File: src/rtl/bicubic_result_streamer.sv
// Purpose: streams the TWxTH upscaler result from ResultSRAM in raster order, with LINE_END/FRAME_END markers.
// Latency: START to first PIX_VALID is 3 cycles; one pixel per cycle sustained while PIX_READY stays high.
// Backpressure: PIX_READY low holds the FIFO head; reads stop once buffered plus in-flight reach FIFO_DEPTH.

module bicubic_result_streamer #(
  parameter int ADDR_W     = 14,
  parameter int DATA_W     = 8,
  parameter int FIFO_DEPTH = 3
) (
  input  logic              CLK,
  input  logic              RST,
  input  logic              START,
  input  logic [5:0]        TW,
  input  logic [5:0]        TH,
  output logic              SRAM_CEN,
  output logic [ADDR_W-1:0] SRAM_A,
  input  logic [DATA_W-1:0] SRAM_Q,
  output logic [DATA_W-1:0] PIX_DATA,
  output logic              PIX_VALID,
  input  logic              PIX_READY,
  output logic              LINE_END,
  output logic              FRAME_END,
  output logic              BUSY,
  output logic              FRAME_DONE
);

  // FIFO sizing: pointer width, occupancy width, and a one-bit-wider sum width
  localparam int PW = (FIFO_DEPTH > 1) ? $clog2(FIFO_DEPTH) : 1;
  localparam int CW = $clog2(FIFO_DEPTH + 1);
  localparam int SW = CW + 1;

  typedef enum logic [1:0] {
    S_IDLE   = 2'd0,
    S_STREAM = 2'd1,
    S_FLUSH  = 2'd2
  } state_t;

  state_t            state_q, state_d;

  // Frame geometry and raster position
  logic [5:0]        tw_q, th_q;
  logic [5:0]        col_q, row_q;
  logic [11:0]       total_q;
  logic [11:0]       rd_ptr_q;
  logic [11:0]       out_ptr_q;

  // A read issued last cycle returns its data on SRAM_Q this cycle
  logic              inflight_q;
  logic [ADDR_W-1:0] sram_a_q;

  // Prefetch FIFO storage; the array is rounded up to a power of two so
  // every pointer value indexes a real entry
  logic [DATA_W-1:0] fifo_mem_q [2**PW];
  logic [PW-1:0]     fifo_wr_q, fifo_rd_q;
  logic [CW-1:0]     occ_q;

  logic [11:0]       start_total;
  logic              start_acc;
  logic [SW-1:0]     pending;
  logic              room;
  logic              issue;
  logic              push;
  logic              pop;
  logic              last_pop;
  logic              col_last;
  logic              row_last;

  function automatic logic [PW-1:0] ptr_inc(input logic [PW-1:0] p);
    return (p == PW'(FIFO_DEPTH - 1)) ? '0 : p + PW'(1);
  endfunction

  // 6x6-bit product fits 12 bits (63*63 = 3969)
  assign start_total = {6'd0, TW} * {6'd0, TH};
  assign start_acc   = (state_q == S_IDLE) && START;

  // Issue gate uses registered occupancy and in-flight state only
  assign pending  = {1'b0, occ_q} + {{CW{1'b0}}, inflight_q};
  assign room     = pending < SW'(FIFO_DEPTH);

  assign push     = inflight_q;
  assign pop      = PIX_VALID && PIX_READY;
  assign last_pop = pop && (out_ptr_q == total_q - 12'd1);
  assign col_last = (col_q == tw_q - 6'd1);
  assign row_last = (row_q == th_q - 6'd1);

  // State register.
  always_ff @(posedge CLK) begin
    if (RST) begin
      state_q <= S_IDLE;
    end else begin
      state_q <= state_d;
    end
  end

  // Next-state logic: empty frames skip straight to the done pulse.
  always_comb begin
    state_d = state_q;
    case (state_q)
      S_IDLE: begin
        if (START) begin
          state_d = (start_total == 12'd0) ? S_FLUSH : S_STREAM;
        end
      end
      S_STREAM: begin
        if (last_pop) begin
          state_d = S_FLUSH;
        end
      end
      S_FLUSH: state_d = S_IDLE;
      default: state_d = S_IDLE;
    endcase
  end

  // FSM outputs: read issue while streaming, BUSY, and the FRAME_DONE pulse.
  always_comb begin
    issue      = 1'b0;
    BUSY       = 1'b0;
    FRAME_DONE = 1'b0;
    case (state_q)
      S_STREAM: begin
        BUSY  = 1'b1;
        issue = (rd_ptr_q < total_q) && room;
      end
      S_FLUSH: FRAME_DONE = 1'b1;
      default: ;
    endcase
  end

  // SRAM_A shows the live read pointer on a request, otherwise the last requested address
  assign SRAM_CEN = ~issue;
  assign SRAM_A   = issue ? ADDR_W'(rd_ptr_q) : sram_a_q;

  // Read pointer, frame geometry and raster position; reset drops any in-flight read.
  always_ff @(posedge CLK) begin
    if (RST) begin
      tw_q       <= '0;
      th_q       <= '0;
      total_q    <= '0;
      rd_ptr_q   <= '0;
      out_ptr_q  <= '0;
      col_q      <= '0;
      row_q      <= '0;
      inflight_q <= 1'b0;
      sram_a_q   <= '0;
    end else begin
      inflight_q <= issue;
      if (issue) begin
        rd_ptr_q <= rd_ptr_q + 12'd1;
        sram_a_q <= ADDR_W'(rd_ptr_q);
      end
      if (start_acc) begin
        tw_q      <= TW;
        th_q      <= TH;
        total_q   <= start_total;
        rd_ptr_q  <= '0;
        out_ptr_q <= '0;
        col_q     <= '0;
        row_q     <= '0;
      end else if (pop) begin
        out_ptr_q <= out_ptr_q + 12'd1;
        if (col_last) begin
          col_q <= '0;
          row_q <= row_q + 6'd1;
        end else begin
          col_q <= col_q + 6'd1;
        end
      end
    end
  end

  // Prefetch FIFO: push/pop in the same cycle keeps occupancy unchanged.
  always_ff @(posedge CLK) begin
    if (RST) begin
      for (int i = 0; i < (2**PW); i++) begin
        fifo_mem_q[i] <= '0;
      end
      fifo_wr_q <= '0;
      fifo_rd_q <= '0;
      occ_q     <= '0;
    end else begin
      if (push) begin
        fifo_mem_q[fifo_wr_q] <= SRAM_Q;
        fifo_wr_q             <= ptr_inc(fifo_wr_q);
      end
      if (pop) begin
        fifo_rd_q <= ptr_inc(fifo_rd_q);
      end
      case ({push, pop})
        2'b10:   occ_q <= occ_q + CW'(1);
        2'b01:   occ_q <= occ_q - CW'(1);
        default: occ_q <= occ_q;
      endcase
    end
  end

  assign PIX_VALID = (occ_q != '0);
  assign PIX_DATA  = fifo_mem_q[fifo_rd_q];
  assign LINE_END  = col_last && PIX_VALID;
  assign FRAME_END = col_last && row_last && PIX_VALID;

endmodule
File: config.mk
export PLATFORM = sky130hd
export DESIGN_NAME = bicubic_result_streamer
export DESIGN_NICKNAME = d
export VERILOG_FILES = /design/src/rtl/bicubic_result_streamer.sv
export SDC_FILE = /design/constraint.sdc
export NUM_CORES = 1
export LEC_CHECK = 0
export CORE_AREA = 2 2 155 157
export DETAILED_ROUTE_END_ITERATION = 10
export DIE_AREA = 0 0 157 159
export GPL_TIMING_DRIVEN = 0
export PLACE_DENSITY = 0.44
export SYNTH_ARGS = -nofsm -noshare
export SYNTH_HDL_FRONTEND = slang
export SYNTH_SLANG_ARGS = --single-unit
File: constraint.sdc
create_clock -name CLK -period 7.1 [get_ports CLK]
set_input_delay 1.42 -clock CLK [delete_from_list [all_inputs] [get_ports CLK]]
set_output_delay 1.42 -clock CLK [all_outputs]
set_load 0.01 [all_outputs]
==> results.md, run 1 <==
- Result of the run: completed
- Resized Gates After CTS: 0
- Pre-CTS WS: 1140 ps
- Clock tree root buffer cell: clkbuf_16
- Worst Path Required: 7410 ps
- CP arrival: 5830 ps
- Inserted Clock Buffers: 17
- Vias: 5554
- Post-route ant nets: 0
- Register Area: 2660 sq um
- GRT Total Usage: 15.5%
- GPL Wtd Cong: 0.862
- Slowest stage cell, crit path: clkdlybuf4s50_1
- CP cell instances: clkdlybuf4s50_1, nand2_1, fa_1, fa_1, fa_1, inv_1, ha_1, o21ai_0, nor3_1, or3_1, a2111oi_0, o2111ai_1, a32o_1
- WHS: 474 ps
- 1st-iter DRT viols: 317
- Fmax: 181 MHz
- Endpoints failing setup: 0
- Footprint of the multi-input gates: 3970 sq um
- Seq/Total Area, Yosys: 38.5%
- Startpoint types: input port
- Peak supply drop: 0.000118 V
- Syn nets: 822
- Share of the synthesized area in the top cell type: 24.6%
- Die X: 157 um
- Fill cells: 2377
- Final Skew: 9.86 ps
- Synthesis-to-layout area growth: 21.6%
- Most frequent cells after synthesis: dfxtp_1, nand2_1, and2_1, nand3_1
- Clock transition at path regs: 60 ps
- Setup slack after layout: 1570 ps
- Post-Syn Instances: 740
- Share of cells above drive strength 1: 7.78%
- Die Ht: 159 um
- Initial antenna violation count: 1
- Seq cells post-synth: 117
- DR WL/cell: 15.8 um
- Clk Latency, worst-skew pair: 420 ps
- Most frequent CP cell: fa_1
- Synth area leader: dfxtp_1
- Final Cycle Share: 77.8%
- Drt via density: 4.86
- DRC: 0
- Cell Area, Synth: 6920 sq um
- Largest net degree at the start of global routing: 17
- Syn. warnings: 0
- CP delay by family, top: adder cells
- IO Count: 52
- Worst Path Max Fanout: 8
- Async set-reset flop share out of synthesis: 0%
- Worst Max-Slew Pin Slew: 1240 ps
- Leakage power: 3.33 nW
- RSZ-0062 raised after global routing: no
- Initial Utilization: 29.8%
- Syn Area/Cell: 9.35 sq um
- Slew HR: 17.4%
- Hold Path Class: reg -> reg
- Crit path buffers/inverters: 2
- DP HPWL: 13.6 mm
- Final core utilization: 36.3%
- Port buffer count: 51
- Slew Limit Fails: 0
- # Max-Cap Violations: 0
- Main synth FF type: dfxtp_1
- Top cells by area, synth: dfxtp_1, edfxtp_1, ha_1
- Setup TNS: 0 ps
- Final wirelength: 18.1 mm
- Die ar.: 25000 sq um
- Hold-fix buffers at CTS: 0
- First-pass GRT wire length: 30.7 mm
- CP Capture Type: flop
- Final instance area: 8410 sq um
- 1st-pass router iterations: 5
- Critical Setup Path Class: in -> reg
- Setup repair bufs after CTS: 0
- Row Count: 56
- Remaining Overflow, GRT: 0
- Vias in the first global route: 5846
- Final min period: 5530 ps
- CTS tree: yes
- EDFF count, synth: 32
- Area after DPL: 7830 sq um
- CORE AREA: 23200 sq um
- Most frequent cell after synthesis: dfxtp_1
- Cell Pwr Density: 260 nW/um^2
- Final Hold Viols: 0
- Clock buffer depth: 2
- Final net count: 892
- Cell variety after synth: 59
- Clock Sinks: 117
- CTS H-tree depth: 4
- CP max stage delay: 690 ps
worst paths after layout:
| check | end | slack (ps) | depth (start not counted) | start |
|---|---|---|---|---|
| max | state_q[0] | 1570 | 13 | TW[0] |
| min | sram_a_q[7] | 470 | 2 | sram_a_q[7] |
| max reg2reg | sram_a_q[10] | 4310 | 8 | inflight_q |
| min reg2reg | sram_a_q[7] | 470 | 2 | sram_a_q[7] |
registers in the layout, indices dropped and copies added, names as in the netlist, named ones only:
signal	count
rd_ptr_q	12
out_ptr_q	12
row_q	6
total_q	12
occ_q	2
fifo_mem_q	32
fifo_rd_q	2
state_q	2
fifo_wr_q	2
tw_q	6
th_q	6
sram_a_q	14
inflight_q	1
col_q	6
tightest hold or removal path, delay by kind of cell, from the launching register on:
kind               cells  cell delay [ps]
AOI/OAI and AO/OA      1               60
DFF                    1              290
and+or+nand+nor        1               70
through the flow:
step | std cells | total power, mW
4_1_cts | 1142 | 2.21
3_5_place_dp | 1110 | 1.36
3_3_place_gp | 1110 | 1.36
6_report | 1143 | 2.19
5_1_grt | 1142 | 2.32
2_1_floorplan | 740 | 1.18
logic make-up (layout without fill, tap and decap cells):
group	Yosys count	count (layout)	share of synthesized area, %
other	0	1	0
buffers and inverters	70	153	4.13
flip-flops	117	117	38.5
XOR/XNOR	53	53	6.71
multiplexers	17	17	3.91
adder cells (fa/ha/maj)	58	58	12.3
AO/OA/AOI/OAI	136	136	12.8
AND/OR/NAND/NOR	289	289	21.6
report_power, final:
part	switching [mW]	total, mW	internal [mW]	leakage [nW]
logic	0.335	0.579	0.244	2.03
clock network	0.371	0.841	0.470	0.285
registers	0.0373	0.766	0.729	1.02
layout by cell type (no fill, tap or decap), types with 4 or more instances in the layout:
cell type        instances
a2111o_1                 4
a21oi_1                 41
a22o_1                   8
and2_1                  45
and3_1                  23
clkbuf_1                20
clkbuf_16               17
clkdlybuf4s50_1         51
dfxtp_1                 85
edfxtp_1                32
fa_1                    17
ha_1                    41
inv_1                   41
inv_8                    7
mux2i_1                  9
mux4_2                   8
nand2_1                 76
nand3_1                 43
nand4_1                  7
nor2_1                  40
nor2b_1                  4
nor3_1                  12
nor3b_1                  4
o21ai_0                 33
o21ai_1                 11
o22ai_1                  5
or2_2                    7
or3_1                   14
xnor2_1                 20
xor2_1                  33
routing by layer:
layer,up-vias,part of all wire (%),track usage (%)
met1,2698,47,19.9
met3,10,3.4,3.13
met2,86,48,25.6
met4,0,1.2,5.55
met5,-,0,0
li1,2760,-,-
final cells by class:
cell class	instances	share of cell area, %
Timing Repair Buffer	51	6.07
Clock buffer	17	5.06
Buffer	29	1.56
Sequential cell	117	31.7
Inverter	41	1.83
Antenna cell	1	0.0298
Tap cell	319	4.75
Multi-Input combinational cell	553	47.2
Clock inverter	15	1.85
Power figures use the tool's default switching activity.
==> inputs of run 2 (changes only) <==
==> constraint.sdc (replaced) <==
create_clock -name CLK -period 5.65 [get_ports CLK]
set_input_delay 1.13 -clock CLK [delete_from_list [all_inputs] [get_ports CLK]]
set_output_delay 1.13 -clock CLK [all_outputs]
set_load 0.01 [all_outputs]
==> results of run 2 <==
Same layout as run 1 (identical final DEF). Status: completed.
Among the figures that moved: setup slack after placement 1140 ps -> -18.1 ps; setup slack after layout 1570 ps -> 413 ps; register-to-register setup slack 4310 ps -> 2860 ps; total power 2.19 mW -> 2.75 mW; worst IR drop on VDD 0.000118 V -> 0.000148 V
==> inputs of run 3 (changes only) <==
--- a/config.mk
+++ b/config.mk
@@ -6,6 +6,7 @@
 export NUM_CORES = 1
 export LEC_CHECK = 0
 export CORE_AREA = 2 2 155 157
+export CTS_CLUSTER_SIZE = 30
 export DETAILED_ROUTE_END_ITERATION = 10
 export DIE_AREA = 0 0 157 159
 export GPL_TIMING_DRIVEN = 0
==> results of run 3 <==
Same layout as run 1 (identical final DEF). Status: completed.
Among the figures that moved: setup slack after placement 1140 ps -> -18.1 ps; setup slack after layout 1570 ps -> 413 ps; register-to-register setup slack 4310 ps -> 2860 ps; total power 2.19 mW -> 2.75 mW; worst IR drop on VDD 0.000118 V -> 0.000148 V
